$ cat src/rtl/flit_inject_queue_if.sv
// flit_inject_queue_if: local-port injection handshake plus channel flit buses
interface flit_inject_queue_if #(
    parameter int COORD_W = 3,
    parameter int NCH = 4,
    parameter int DEPTH = 4
);
    localparam int FLIT_W = 2*COORD_W+5;
    logic [NCH*FLIT_W-1:0] in_flit;
    logic                  inj_valid;
    logic [2*COORD_W-1:0]  inj_dest;
    logic                  inj_ready;
    logic [NCH*FLIT_W-1:0] out_flit;
    logic                  eject_valid;
    logic [FLIT_W-1:0]     eject_flit;
    logic [$clog2(DEPTH):0] fifo_count;
    logic                  starved;
    modport master(output in_flit, inj_valid, inj_dest,
                   input inj_ready, out_flit, eject_valid, eject_flit, fifo_count, starved);
    modport slave(input in_flit, inj_valid, inj_dest,
                  output inj_ready, out_flit, eject_valid, eject_flit, fifo_count, starved);
endinterface

$ cat src/rtl/flit_inject_queue.sv
// flit_inject_queue: queues local flits and injects the head onto the lowest free channel or ejects it
module flit_inject_queue #(
    parameter int COORD_W = 3,
    parameter int NCH = 4,
    parameter int DEPTH = 4,
    parameter int MY_ROW = 4,
    parameter int MY_COL = 4,
    parameter int STARVE_LIMIT = 8
) (
    input logic clk,
    input logic rst_n,
    flit_inject_queue_if.slave bus
);
    localparam int FLIT_W = 2*COORD_W+5;
    localparam int AW = $clog2(DEPTH);
    localparam int IW = NCH > 1 ? $clog2(NCH) : 1;
    localparam int SW = $clog2(STARVE_LIMIT+1);
    localparam logic [COORD_W-1:0] ROW_C = COORD_W'(MY_ROW);
    localparam logic [COORD_W-1:0] COL_C = COORD_W'(MY_COL);
    localparam logic [AW:0] DEPTH_C = (AW+1)'(DEPTH);
    localparam logic [SW-1:0] LIMIT_C = SW'(STARVE_LIMIT);
    logic [2*COORD_W-1:0] mem [DEPTH];
    logic [AW-1:0] wr_ptr, rd_ptr;
    logic [AW:0] count;
    logic [SW-1:0] wait_cnt;
    logic [NCH*FLIT_W-1:0] out_q, out_d;
    logic eject_valid_q;
    logic [FLIT_W-1:0] eject_flit_q, head_flit;
    logic [COORD_W-1:0] h_row, h_col;
    logic [2:0] dir;
    logic [IW-1:0] idx;
    logic free, is_local, ne, push, pop;
    assign {h_row, h_col} = mem[rd_ptr];
    assign dir = h_col > COL_C ? 3'b000 : h_col < COL_C ? 3'b001 :
                 h_row > ROW_C ? 3'b010 : h_row < ROW_C ? 3'b011 : 3'b100;
    assign head_flit = {2'b10, dir, h_row, h_col};
    assign ne = count != '0;
    assign is_local = dir == 3'b100;
    assign bus.inj_ready = count < DEPTH_C;
    assign push = bus.inj_valid && bus.inj_ready;
    assign pop = ne && (is_local || free);
    // Scan downward so the lowest empty channel wins.
    always_comb begin
        free = 1'b0;
        idx = '0;
        for (int k = NCH-1; k >= 0; k--)
            if (!bus.in_flit[k*FLIT_W+FLIT_W-1]) begin
                free = 1'b1;
                idx = IW'(k);
            end
    end
    always_comb begin
        out_d = bus.in_flit;
        if (pop && !is_local) out_d[idx*FLIT_W +: FLIT_W] = head_flit;
    end
    always_ff @(posedge clk)
        if (push) mem[wr_ptr] <= bus.inj_dest;
    always_ff @(posedge clk or negedge rst_n)
        if (!rst_n) begin
            out_q <= '0;
            eject_valid_q <= 1'b0;
            eject_flit_q <= '0;
            wr_ptr <= '0;
            rd_ptr <= '0;
            count <= '0;
            wait_cnt <= '0;
        end else begin
            out_q <= out_d;
            eject_valid_q <= pop && is_local;
            if (pop && is_local) eject_flit_q <= head_flit;
            if (push) wr_ptr <= wr_ptr + 1'b1;
            if (pop) rd_ptr <= rd_ptr + 1'b1;
            count <= push && !pop ? count + 1'b1 : pop && !push ? count - 1'b1 : count;
            wait_cnt <= (!ne || pop) ? '0 : wait_cnt == LIMIT_C ? wait_cnt : wait_cnt + 1'b1;
        end
    assign bus.out_flit = out_q;
    assign bus.eject_valid = eject_valid_q;
    assign bus.eject_flit = eject_flit_q;
    assign bus.fifo_count = count;
    assign bus.starved = wait_cnt == LIMIT_C;
endmodule

$ cat src/flat_wrapper.sv
// flat-port wrapper written by rule: the top's interface ports become plain ports
module flit_inject_queue_flat 
#(
    parameter int COORD_W = 3,
    parameter int NCH = 4,
    parameter int DEPTH = 4,
    parameter int MY_ROW = 4,
    parameter int MY_COL = 4,
    parameter int STARVE_LIMIT = 8
)
  (clk, rst_n, bus_in_flit, bus_inj_valid, bus_inj_dest, bus_inj_ready, bus_out_flit, bus_eject_valid, bus_eject_flit, bus_fifo_count, bus_starved);
  flit_inject_queue_if #(.COORD_W(COORD_W), .NCH(NCH), .DEPTH(DEPTH)) bus_i ();
  input logic clk;
  input logic rst_n;
  input wire logic [$bits(bus_i.in_flit)-1:0] bus_in_flit;
  input wire logic [$bits(bus_i.inj_valid)-1:0] bus_inj_valid;
  input wire logic [$bits(bus_i.inj_dest)-1:0] bus_inj_dest;
  output wire logic [$bits(bus_i.inj_ready)-1:0] bus_inj_ready;
  output wire logic [$bits(bus_i.out_flit)-1:0] bus_out_flit;
  output wire logic [$bits(bus_i.eject_valid)-1:0] bus_eject_valid;
  output wire logic [$bits(bus_i.eject_flit)-1:0] bus_eject_flit;
  output wire logic [$bits(bus_i.fifo_count)-1:0] bus_fifo_count;
  output wire logic [$bits(bus_i.starved)-1:0] bus_starved;
  assign bus_i.in_flit = bus_in_flit;
  assign bus_i.inj_valid = bus_inj_valid;
  assign bus_i.inj_dest = bus_inj_dest;
  assign bus_inj_ready = bus_i.inj_ready;
  assign bus_out_flit = bus_i.out_flit;
  assign bus_eject_valid = bus_i.eject_valid;
  assign bus_eject_flit = bus_i.eject_flit;
  assign bus_fifo_count = bus_i.fifo_count;
  assign bus_starved = bus_i.starved;
  flit_inject_queue #(.COORD_W(COORD_W), .NCH(NCH), .DEPTH(DEPTH), .MY_ROW(MY_ROW), .MY_COL(MY_COL), .STARVE_LIMIT(STARVE_LIMIT)) u_core (.clk(clk), .rst_n(rst_n), .bus(bus_i));
endmodule
$ cat config.mk
export PLATFORM = sky130hd
export DESIGN_NAME = flit_inject_queue_flat
export DESIGN_NICKNAME = d
export VERILOG_FILES = /design/src/rtl/flit_inject_queue_if.sv /design/src/rtl/flit_inject_queue.sv /design/src/flat_wrapper.sv
export SDC_FILE = /design/constraint.sdc
export NUM_CORES = 1
export LEC_CHECK = 0
export ABC_AREA = 1
export CAP_MARGIN = 20
export CORE_MARGIN = 2
export CORE_UTILIZATION = 35
export DETAILED_ROUTE_END_ITERATION = 16
export PLACE_DENSITY = 0.6
export SETUP_SLACK_MARGIN = 0.5
export SLEW_MARGIN = 20
export SYNTH_ARGS = -nofsm -noshare
export SYNTH_HDL_FRONTEND = slang
export SYNTH_SLANG_ARGS = --single-unit
$ cat constraint.sdc
create_clock -name clk -period 6.6 [get_ports clk]
set_input_delay 1.32 -clock clk [delete_from_list [all_inputs] [get_ports clk]]
set_output_delay 1.32 -clock clk [all_outputs]
set_load 0.03 [all_outputs]
Word level (Yosys, flattened, before mapping)
Memory sizes are Yosys's and may differ from the RTL's.
Cells that the tools add are included.

storage, ports and cells
  RAM bits = 24
  word-level logic and storage cells = 59
  input bits = 53
  memories kept = 1
  output and inout bits = 61
  bits in registers = 66

cells by class
  add/subtract/negate cells = 6
  multiplexer cells = 20
  eq/ne operators = 3
  shifts and indexed selects = 2
  $mul = 1
  reductions and logical operators = 14
  $lt $le $gt $ge = 5

memories
  memory      words  width  rd ports  clocked after memory_dff  write ports  line                     text
  u_core.mem  4      6      1         0                         1            flit_inject_queue.sv:22  logic [2*COORD_W-1:0] mem [DEPTH];

operators by type and width
  kind                                                     count
  bitwise mux 44 bit                                       1
  2-to-1 mux 44 bit                                        1
  variable shift 11 x 34 -> 44 bit (first input constant)  1
  indexed part select 11 x 34 -> 44 bit                    1
  negator 6 -> 34 bit                                      1
  2-to-1 mux 3 bit                                         6
  less-than comparator 3 bit (second input constant)       3
  2-to-1 mux 2 bit                                         4
  2-to-1 mux 4 bit                                         2
  > comparator 3 bit (second input constant)               2
  logical AND 1 bit                                        6
  multiplier 2 x 4 -> 6 bit (second input constant)        1
  2-to-1 mux 1 bit                                         6
  adder 2 x 1 -> 2 bit (second input constant)             2
  adder 4 x 1 -> 4 bit (second input constant)             1
  equality test 4 bit (second input constant)              1
  zero test 1 bit                                          4
  adder 3 x 1 -> 3 bit (second input constant)             1
  equality test 3 bit (second input constant)              1
  nonzero test 3 bit                                       1
  subtractor 3 x 1 -> 3 bit (second input constant)        1
  logical OR 1 bit                                         2
  inequality test 2 x 1 -> 1 bit (second input constant)   1
  nonzero test 2 bit                                       1

Logic depth before layout (Yosys ltp)
Gate-level depths: netlist (run 1).
An unclocked memory read counts as a cell.

  word-level depth = 12
  gate-level depth with buffers = 17
  gate-level depth less buffers = 15

Least setup slack after synthesis (run 1)
Ideal clock, no wire load.

  path kind = input-to-reg
  start = input port bus_in_flit[32]
  end = register u_core.out_q[2] (netlist: u_core.bus.out_flit[2])
  cell stages on the path = 10
  path buffers = 2
  arrival = 2.692 ns
  data required time = 6.483 ns
  library setup time = 0.117 ns
  setup slack = 3.791 ns
  path through = inv_1 > o21ai_0 > nand2_1 > clkbuf_1 > ha_1 > inv_1 > clkbuf_1 > o21ai_0 > nand2_1 > nand2_1

between the ends
  word-level cells in the longest chain between the ends = 8
  elaborated cells on any way between the ends = 15
  those cells by class = add/sub (1); mul (1); shift (2); mux (8); reduce/logical (3)

ends and longest elaborated chain
  what                                                                                       line                     text
  start, declared                                                                            flat_wrapper.sv:15       input wire logic [$bits(bus_i.in_flit)-1:0] bus_in_flit;
  2-to-1 mux 2 bit (3 in a row)                                                              flit_inject_queue.sv:47  if (!bus.in_flit[k*FLIT_W+FLIT_W-1]) begin
  multiplier 2 x 4 -> 6 bit                                                                  flit_inject_queue.sv:54  if (pop && !is_local) out_d[idx*FLIT_W +: FLIT_W] = head_flit;
  negator 6 -> 34 bit                                                                        flit_inject_queue.sv:54
  indexed part select 11 x 34 -> 44 bit or variable shift 11 x 34 -> 44 bit (tied branches)  flit_inject_queue.sv:54
  bitwise mux 44 bit                                                                         flit_inject_queue.sv:54
  2-to-1 mux 44 bit (*)                                                                      flit_inject_queue.sv:54
  net u_core.out_d[2]                                                                        flit_inject_queue.sv:26  logic [NCH*FLIT_W-1:0] out_q, out_d;
  end signal, assigned                                                                       flit_inject_queue.sv:68  out_q <= out_d;
  end, declared                                                                              flit_inject_queue.sv:26

The timed path passes the listed nets; every way through them passes the cells marked *.
A chain may end at the register's enable or synchronous reset.

Worst setup path after layout (run 1)
  start = input port bus_in_flit[32]
  end = register u_core.out_q[26] (netlist: u_core.bus.out_flit[26])

The elaborated chain is that of the path after synthesis.

==> results by group, run 1 <==
Final layout
  • Fin util: approximately half
  • Seq. cell area: around 0.0024 mm²
  • Area grow syn2layout: 36.2%
  • Area occupied by multi-input gates: 0.00151 mm²
  • Fillcell total: between 1000 and 1500
  • Final nets: 623
  • N_diodes: 0
  • Layout cells sized above 1: under 10%
  • Final Cell Area: about 0.0056 mm²

STA
  • Hold slack: ~0.47 ns
  • Period utilization: a little over half
  • Worst clock skew: ~0.014 ns
  • Hold Fails Final Rpt: 0
  • Worst-Margin Slew: 0.828 ns
  • Worst slew margin relative to its limit: approximately 45%
  • Setup TNS: 0 ns
  • Minimum clock period: 3.63 ns
  • FMAX: around 280 MHz
  • Final setup violating endpoints: 0
  • RSZ-0062 raised after global routing: false
  • Slew Limit Fails: 0

Place
  • Placed inst area: approximately 0.0054 mm²
  • PortBufs: 112
  • Final Wtd Congestion: 0.868
  • Detailed-placement wirelength estimate: 7.15 mm

Clocking
  • TritonCTS clock tree: done
  • CTS max path bufs: 2
  • CTS sink cnt: 90
  • CTS HTree Levels: 3
  • Cts hold-fix bufs: 0
  • Post-CTS sizing: 0
  • Reg clk slew, reported paths: 0.07 ns
  • Root Buffer: clkbuf_16
  • CTS Buf Count: 9
  • Post-CTS Setup Inserts: 0
  • Clk Latency, worst-skew pair: 0.34 ns

Power
  • Pwr/cell area: 363 mW/mm²
  • Max VDD drop: ~0.23 mV
  • LEAKAGE: ~2.6 nW
  • Pwr Total: 0.00205 W

Global route
  • First-pass GRT wire length: 15.6 mm
  • Antenna violations before repair: 0
  • Largest net degree at the start of global routing: 67
  • Grt ovf: 0
  • Vias in the first global route: 3141
  • Gr usage total: 15.2%

Synthesis
  • Most numerous cell in the Yosys netlist: nand2_1
  • Synth Instances: 447
  • Flops & latches, synth: 90
  • Area contributors post-synth: dfrtp_1, edfxtp_1, nand2_1, inv_1, nor2_1
  • Syn_area_per_cell: 9.26 µm²
  • Register area share after synthesis: about 57%
  • Post-synth ARST share: between 70% and 80%
  • Yosys top cell by area: dfrtp_1
  • Syn Std Cell Area: slightly above 0.004 mm²
  • Post-synth EDFFs: 24
  • Post-synth top cells: nand2_1, dfrtp_1, inv_1, nor2_1, nand3_1
  • Synth warnings: 0
  • Netlist cell types: 36
  • Post-synth top area share: 39.9%
  • Main flop type after synthesis: dfrtp_1
  • Syn nets: slightly above 500

Setup path
  • WS Path Type: input pin to flip-flop
  • Crit-path max FO: 15
  • Worst path arrival time: roughly 3.9 ns
  • WP data required: 6.87 ns
  • Setup crit start kind: input pin
  • Critical Path Sink Type: flip-flop

Drt
  • DRT Pass-1 Iters: 4
  • Top sig layer: met4
  • Met3 wire len: 493 µm
  • Routed len/inst: 13.3 µm
  • DRT Wirelength: 9.40 mm
  • Total number of vias: 3176
  • Drt drc: 0
  • Routed wl met2: 4.61 mm
  • Vias per cell: 4.50
  • Routed Antenna Nets: 0
  • Met1 WL: 4.17 mm
  • First DRT Iteration DRCs: 111

Floorplanning
  • Core area: 0.0115 mm²
  • Initial Util: 36.1%
  • I/O Pins: 114
  • Die H: 113 µm
  • Die X: roughly 110 µm
  • Std cell rows: 39
  • Die area: between 0.01 and 0.015 mm²

Status
  • Status: complete, no violations

Min path
  • Worst Hold Class: flip-flop to flip-flop

Flow run
  • Max Cap Violations: 0
## registers in the layout, summed over array words and instances, names as in the netlist
| name | cells |
|---|---|
| u_core.bus.out_flit | 44 |
| u_core.mem | 24 |
| u_core.bus.eject_flit | 10 |
| u_core.wait_cnt | 4 |
| u_core.bus.fifo_count | 3 |
| u_core.rd_ptr | 2 |
| u_core.wr_ptr | 2 |
| u_core.bus.eject_valid | 1 |
## final timing paths
kind / from / to / slack [ns] / depth (start not counted)
min in group asynchronous: rst_n / u_core.wait_cnt[2] / 1.16 / 2
max: bus_in_flit[32] / u_core.bus.out_flit[26] / 2.97 / 10
max reg2reg: u_core.rd_ptr[0] / u_core.bus.fifo_count[1] / 3.63 / 13
max in group asynchronous: rst_n / u_core.bus.out_flit[14] / 4.89 / 2
min reg2reg: u_core.bus.eject_flit[10] / u_core.bus.eject_flit[10] / 0.47 / 1
min: u_core.bus.eject_flit[10] / u_core.bus.eject_flit[10] / 0.47 / 1
## routing by layer
layer,vias to the layer above,GRT usage (%)
met2,85,25.4
met4,0,3.82
met5,-,0
met1,1459,20.3
met3,11,3.37
li1,1621,-
## critical path, cell delays in order
cell and delay (ns):
clkdlybuf4s50_1 0.47, inv_1 0.05, o21ai_0 0.15, nand2_1 0.26, ha_1 0.56, inv_1 0.34, nand2_1 0.25, nor3_1 0.33
nand2_1 0.10, nand2_1 0.07
## area by class of cell
| cell class | instances | area share (%) |
|---|---|---|
| sequential | 90 | 42.1 |
| tap | 143 | 3.17 |
| clock buffer | 9 | 4.00 |
| timing repair buffer | 113 | 19.9 |
| clock inverter | 7 | 1.07 |
| inverter | 44 | 2.98 |
| multi-input combinational | 300 | 26.8 |
## through the flow
stage                     instances  setup slack (ns)
final                           706              2.97
after global routing            706              2.81
after CTS                       706              3.06
after detailed placement        690              2.72
after global placement          690              2.80
after floorplan                 447              3.79
## cells in the final DEF (no fill, tap or decap), types with 2 or more instances in the layout
cell               n
a21oi_1            2
clkbuf_16          9
clkdlybuf4s50_1  111
dfrtp_1           66
edfxtp_1          24
ha_1              11
inv_1             40
inv_2              2
inv_4              3
inv_8              2
nand2_1          163
nand2_2            7
nand3_1           26
nand3_2            2
nand4_1            8
nand4_2            2
nor2_1            40
nor2_4             2
nor2_8             3
nor3_1             9
o21ai_0            6
or2_2              4
xnor2_1            2
xor2_1             4
## kinds of logic after synthesis
group / share of synthesized area [%]
flops: 57.3
simple gates: 29.3
mux: 0.272
fa+ha+maj: 3.81
other cells: 0.0906
compound gates: 1.69
xor+xnor: 1.27
buf+inv: 6.26
## where the power goes
group | leakage (nW) | switching, W | internal [W] | total (W)
logic | 1.43 | 0.000513 | 0.000300 | 0.000813
registers | 1.03 | 0.0000669 | 0.000681 | 0.000748
clock network | 0.141 | 0.000223 | 0.000263 | 0.000486
total | 2.60 | 0.000803 | 0.00124 | 0.00205
(Power assumes the default switching activity.)
==> run 2, diff against run 1 <==
- PLACE_DENSITY: 0.6 -> 0.63
- clock period: 6.6 -> 2.92 ns (I/O delays scaled with it)
==> results by group, run 2 (synthesis gave the netlist of run 1 again) <==
Final layout
  • Max reg flops: 44 (unchanged)
  • Leading cell type in the layout, fill and taps excluded: nand2_1
  • Final Cell Area: 0.00583 mm² (+3.4%)
  • Area grow syn2layout: 40.8%
  • N_diodes: 0 (unchanged)
  • Commonest cells after routing, fill and taps aside: nand2_1, clkdlybuf4s50_1, dfrtp_1
  • Fin util: 50.8% (+1.7 points)
  • Final nets: 639 (+2.6%)
  • Layout Cells excl Fill: 722 (+2.3%)
  • Layout cells sized above 1: 12.3% (+4.3 points)

STA
  • Final setup violating endpoints: 0 (unchanged)
  • Setup TNS: 0 ns (unchanged)
  • Worst slew margin relative to its limit: 63.1% (+18 points)
  • Period utilization: 81.1%
  • RSZ-0062 raised after global routing: true
  • Worst-Margin Slew: 0.552 ns (-0.277 ns)
  • Slew Limit Fails: 0 (unchanged)
  • FMAX: 422 MHz
  • Hold Fails Final Rpt: 0 (unchanged)
  • Worst clock skew: 0.00706 ns (-0.00647 ns)
  • Minimum clock period: approximately 2.4 ns

Drt
  • Routed Antenna Nets: 0 (unchanged)
  • DRT Pass-1 Iters: 4 (unchanged)
  • Vias per cell: 4.55 (+1.1%)
  • Total number of vias: 3285 (+3.4%)
  • DRT Wirelength: 9.70 mm (+3.2%)
  • Drt drc: 0 (unchanged)
  • Routed len/inst: 13.4 µm (+0.89%)
  • First DRT Iteration DRCs: 188 (+69%)

Floorplanning
  • Initial Util: 36.1% (unchanged)
  • Die area: 0.0127 mm² (unchanged)
  • Die X: 113 µm (unchanged)
  • I/O Pins: 114 (unchanged)
  • Std cell rows: 39 (unchanged)
  • Die H: 113 µm (unchanged)
  • Core area: 0.0115 mm² (unchanged)

Global route
  • Antenna violations before repair: 0 (unchanged)
  • First-pass GRT wire length: 16.2 mm (+3.7%)
  • Met2 Resource Use GR: 27.1% (+1.8 points)
  • GR Util met3: 4.02% (+0.64 points)
  • Largest net degree at the start of global routing: 27 (-60%)
  • Vias in the first global route: 3399 (+8.2%)
  • GRT busiest layer: met2
  • Met1 usage: 19.6% (-0.68 points)
  • Grt ovf: 0 (unchanged)
  • Gr usage total: 15.9% (+0.70 points)

Clocking
  • Reg clk slew, reported paths: 0.06 ns (about the same)
  • Clk Latency, worst-skew pair: 0.34 ns (about the same)
  • TritonCTS clock tree: done
  • CTS HTree Levels: 3 (unchanged)
  • CTS max path bufs: 2 (unchanged)
  • CTS Buf Count: 9 (unchanged)
  • CTS sink cnt: 90 (unchanged)
  • Cts hold-fix bufs: 0 (unchanged)
  • Root Buffer: clkbuf_16

Place
  • Final Wtd Congestion: 0.813 (-6.3%)
  • Placed inst area: 0.00542 mm² (+1.3%)
  • Detailed-placement wirelength estimate: 7.58 mm (+6.0%)
  • Dpl cells: 699 (+1.3%)
  • PortBufs: 112 (unchanged)

Setup path
  • Worst reg-to-reg setup slack: 0.55 ns (-3.08 ns)
  • Worst r2r path cells: 13 (unchanged)
  • Crit-path max FO: 8 (-7)
  • WP data required: 3.14 ns (-3.73 ns)
  • Critical R2R Launch: u_core.rd_ptr[0]
  • Critical Path Sink Type: flip-flop
  • Crit. Startpoint: u_core.rd_ptr[0]
  • Setup crit start kind: flip-flop
  • Crit path capture: u_core.bus.fifo_count[1]
  • Worst path arrival time: 2.59 ns (-1.31 ns)
  • WS Path Type: flip-flop to flip-flop
  • RR Endpoint: u_core.bus.fifo_count[1]

Power
  • Psw: 0.00185 W (+130%)
  • Pwr Total: 0.00486 W (+140%)
  • Switching share of power: 38.0% (-1.2 points)
  • LEAKAGE: 2.68 nW (+3.0%)
  • Clk pwr share: 23.8% (about the same)
  • Internal power: 0.00302 W (+140%)
  • Pwr/cell area: 835 mW/mm² (+130%)
  • Combinational power share: 41.6% (+1.9 points)
  • Share of power burned in registers: 34.6% (-1.9 points)
  • Max VDD drop: 0.510 mV (+120%)

Min path
  • Worst Hold Class: input pin to asynchronous set/reset pin

Status
  • Status: complete, no violations

Flow run
  • Max Cap Violations: 0 (unchanged)
==> run 2: cell count changes in the layout (fill, tap and decap cells not counted), sizes merged <==
cell | before | now
buf | 2 | 18
inv | 48 | 43
clkinv | 2 | 5
bufinv | 0 | 1
clkdlybuf4s15 | 0 | 1
clkdlybuf4s50 | 111 | 110
clkinvlp | 1 | 2
==> run 2: timing repair <==
| action | CTS | global route |
|---|---|---|
| pin swaps | 1 | 4 |
| endpoints found under the setup margin | 3 | 17 |
| resized for setup | 9 | 12 |
| setup buffers | 2 | 5 |
| hold endpoints to repair | 0 | 0 |
==> run 2: power by group through the flow <==
| stage | combinational, W | sequential [W] | clock [W] |
|---|---|---|---|
| after floorplan | 0.000991 | 0.00198 | 0 |
| after global placement | 0.00188 | 0.00169 | 0 |
| after detailed placement | 0.00191 | 0.00170 | 0 |
| after CTS | 0.00195 | 0.00168 | 0.00119 |
| after global routing | 0.00222 | 0.00171 | 0.00124 |
| final | 0.00202 | 0.00168 | 0.00116 |
==> run 2: through the flow <==
stage,setup slack (ns),hold slack [ns]
floorplan,0.555,0.288
finish,0.551,0.161
global route,0.438,0.180
global placement,0.280,0.459
detailed placement,0.236,0.458
CTS,0.479,0.161
==> run 2: worst min-delay path by stage <==
| stage | from | to | slack, ns | cells past startpoint |
|---|---|---|---|---|
| 2_1_floorplan | rst_n | u_core.bus.eject_flit[0] | 0.29 | 0 |
| 3_3_place_gp | u_core.bus.eject_flit[10] | u_core.bus.eject_flit[10] | 0.46 | 1 |
| 3_5_place_dp | u_core.bus.eject_flit[10] | u_core.bus.eject_flit[10] | 0.46 | 1 |
| 4_1_cts | rst_n | u_core.bus.fifo_count[2] | 0.16 | 1 |
| 5_1_grt | rst_n | u_core.bus.out_flit[24] | 0.18 | 1 |
| 6_report | rst_n | u_core.bus.fifo_count[2] | 0.16 | 1 |
==> run 2: worst max-delay path, stage by stage (launching register included) <==
cell and delay (ns):
dfrtp_2 0.45, buf_6 0.15, nand2_1 0.07, nand3_2 0.11
nand2_4 0.11, nand2_2 0.06, nor2_4 0.15, nand2_4 0.08
nand3_4 0.08, nand2_4 0.06, ha_2 0.20, inv_2 0.06
fa_1 0.40, mux2_2 0.27
==> run 2: routing by layer <==
layer	vias up	wire length, µm
met5	-	0
met4	0	168
li1	1648	-
met3	13	469
met1	1545	4080
met2	79	4980
==> run 2: area by class of cell <==
type                       instances  area, µm²
sequential                        90       2370
clock buffer                       9        225
inverter                          44        176
tap                              143        179
timing repair buffer             129       1250
clock inverter                     7       77.6
multi-input combinational        300       1540
fill                            1048       5640
==> variant, RTL diff (flow settings as in run 2) <==
`STARVE_LIMIT` is set to 8 in 2 places; all go to 4.
--- a/src/rtl/flit_inject_queue.sv
+++ b/src/rtl/flit_inject_queue.sv
@@ -7,3 +7,3 @@
     parameter int MY_COL = 4,
-    parameter int STARVE_LIMIT = 8
+    parameter int STARVE_LIMIT = 4
 ) (
--- a/src/flat_wrapper.sv
+++ b/src/flat_wrapper.sv
@@ -8,3 +8,3 @@
     parameter int MY_COL = 4,
-    parameter int STARVE_LIMIT = 8
+    parameter int STARVE_LIMIT = 4
 )
Behaviour: not the same (Yosys sat finds a counterexample within 10 cycles, from zero or initial values and one cycle with rst_n low).
==> variant against run 2 <==
Synthesized area shrank 1.1%. Sequential share of layout area shrank 1.7 points. Setup slack worse by 0.042 ns. Power up 4.5%. Via count grew 3.7%. Clock skew about the same. Routed wire length increased by 5.0%. Non-clock buffer count grew 22. Design area increased by 3.3%. Count of clock-buffer cells in the layout is 4 higher. Sequential cell count shrank 1. Critical path type unchanged.
==> variant: results (changes against run 2) <==
[global_routing]
grt_pass1_vias=3451  ; was 3,399
grt_util_all_layers=0.1625  ; was 0.1592
largest_net_degree_at_the_start_of_global_routing=66  ; was 27
grt_first_pass_wirelength_um=16420  ; was 16,170 µm

[synth]
synth_common_cells=166 x sky130_fd_sc_hd__nand2_1, 65 x sky130_fd_sc_hd__dfrtp_1, 39 x sky130_fd_sc_hd__inv_1  ; was 163 x sky130_fd_sc_hd__nand2_1, 66 x sky130_fd_sc_hd__dfrtp_1, 40 x sky130_fd_sc_hd__inv_1, 40 x sky130_fd_sc_hd__nor2_1, 26 x sky130_fd_sc_hd__nand3_1
synth-async-reset-ratio=0.7303  ; was 0.7333
synth.top_cells.by_area=sky130_fd_sc_hd__dfrtp_1 40%, sky130_fd_sc_hd__edfxtp_1 18%, sky130_fd_sc_hd__nand2_1 15%, sky130_fd_sc_hd__inv_1 3.6%, sky130_fd_sc_hd__nor2_1 3.4%  ; was sky130_fd_sc_hd__dfrtp_1 40%, sky130_fd_sc_hd__edfxtp_1 17%, sky130_fd_sc_hd__nand2_1 15%, sky130_fd_sc_hd__inv_1 3.6%, sky130_fd_sc_hd__nor2_1 3.6%
yosysUniqueCellTypes=35  ; was 36
synth_seq_area_share=0.5735  ; was 0.5732

[place]
dp_hpwl_um=7201  ; was 7577 µm
post-place-ws_ns=0.1645  ; was 0.2363 ns
gp_congestion=0.8654  ; was 0.8132

[sta]
fin_worst_skew_ns=0.007446  ; was 0.007060 ns
min_period_over_period=0.8257  ; was 0.8113
worstMarginPinSlew_ns=0.5530  ; was 0.5516 ns

[layout]
final_layout_size_suffix_gt1_frac=0.1725  ; was 0.1226
nets=657  ; was 639

[status]
run_status=completed  ; unchanged

[cts]
number_of_instances_resized_during_post_cts_repair=8  ; was 9
cts-root-to-sink-buffers=2  ; unchanged
post-cts-setup-buffers=4  ; was 2

[worst_setup_path]
setup.reg_to_reg.worst_slack_ns=0.51  ; was 0.55 ns
arrival_ns=2.64  ; was 2.59 ns
critPathMaxFanout=7  ; was 8

[routing]
routed-via-count=3407  ; was 3,285
first_iter_violations=187  ; was 188

[hold_path]
hold_path.class=primary input to async pin  ; unchanged

[power_and_ir_drop]
worst_ir_drop_vdd_mv=0.4095  ; was 0.5101 mV
cellLeakagePower_nw=2.788  ; was 2.677 nW

variant: changes by cell type after synthesis:
cell / before / now
sky130_fd_sc_hd__nand2_2: 7 / 6
sky130_fd_sc_hd__xor2_1: 4 / 3
sky130_fd_sc_hd__o21ai_0: 6 / 7
sky130_fd_sc_hd__a21oi_1: 2 / 4
sky130_fd_sc_hd__nand2_1: 163 / 166
sky130_fd_sc_hd__nor3_1: 9 / 7
sky130_fd_sc_hd__dfrtp_1: 66 / 65
sky130_fd_sc_hd__inv_1: 40 / 39
sky130_fd_sc_hd__nor2_1: 40 / 37
sky130_fd_sc_hd__o21ai_1: 1 / 0
sky130_fd_sc_hd__o21ai_2: 0 / 1
sky130_fd_sc_hd__o22ai_1: 1 / 0
sky130_fd_sc_hd__nand3_1: 26 / 25
variant: cells by family (layout without fill, tap and decap cells):
group,count (synthesis),count (layout),synth area share
AO/OA/AOI/OAI,14,14,0.02018
XOR/XNOR,5,5,0.01070
adder cells (fa/ha/maj),12,12,0.03852
buffers and inverters,56,211,0.06236
flip-flops,89,89,0.5735
multiplexers,1,1,0.002751
other,1,1,0.0009163
AND/OR/NAND/NOR,264,264,0.2910
variant: through the flow:
stage / hold slack [ns] / instances / instance area, µm² / power, mW
after floorplan: 0.2884 / 442 / 4093 / 2.955
after global placement: 0.4521 / 694 / 5384 / 3.539
after detailed placement: 0.4594 / 694 / 5384 / 3.573
after CTS: 0.2685 / 714 / 5737 / 4.797
after global routing: 0.2810 / 740 / 6020 / 5.395
final: 0.2357 / 740 / 6020 / 5.081
variant: cell type report:
type	count	area, µm²
Fill cell	1023	5399
Multi-Input combinational cell	297	1582
Tap cell	143	178.9
Timing Repair inverter	1	5.005
Sequential cell	89	2350
Timing Repair Buffer	151	1428
Clock buffer	13	260.3
Inverter	43	176.4
Clock inverter	3	40.04
variant: worst min path at each step:
stage | startpoint | to | slack (ns)
after CTS | rst_n | u_core.wr_ptr[0] | 0.27
after detailed placement | u_core.bus.eject_flit[8] | u_core.bus.eject_flit[8] | 0.46
after floorplan | rst_n | u_core.bus.eject_flit[0] | 0.29
after global routing | rst_n | u_core.wr_ptr[0] | 0.28
final | rst_n | u_core.wr_ptr[0] | 0.24
after global placement | u_core.bus.eject_flit[8] | u_core.bus.eject_flit[8] | 0.45
variant: layer usage:
layer  track usage  vias to the layer above  routed length (µm)
met2        0.2795                       88                5167
met5             0                        -                   0
met4       0.06911                        0                 229
li1              -                     1677                   -
met1        0.1979                     1624                4348
met3       0.03510                       18                 437
variant: power breakdown:
part | switching [mW] | total, mW | internal (mW)
clock network | 0.446 | 1.15 | 0.707
registers | 0.135 | 1.67 | 1.53
logic | 1.30 | 2.26 | 0.959
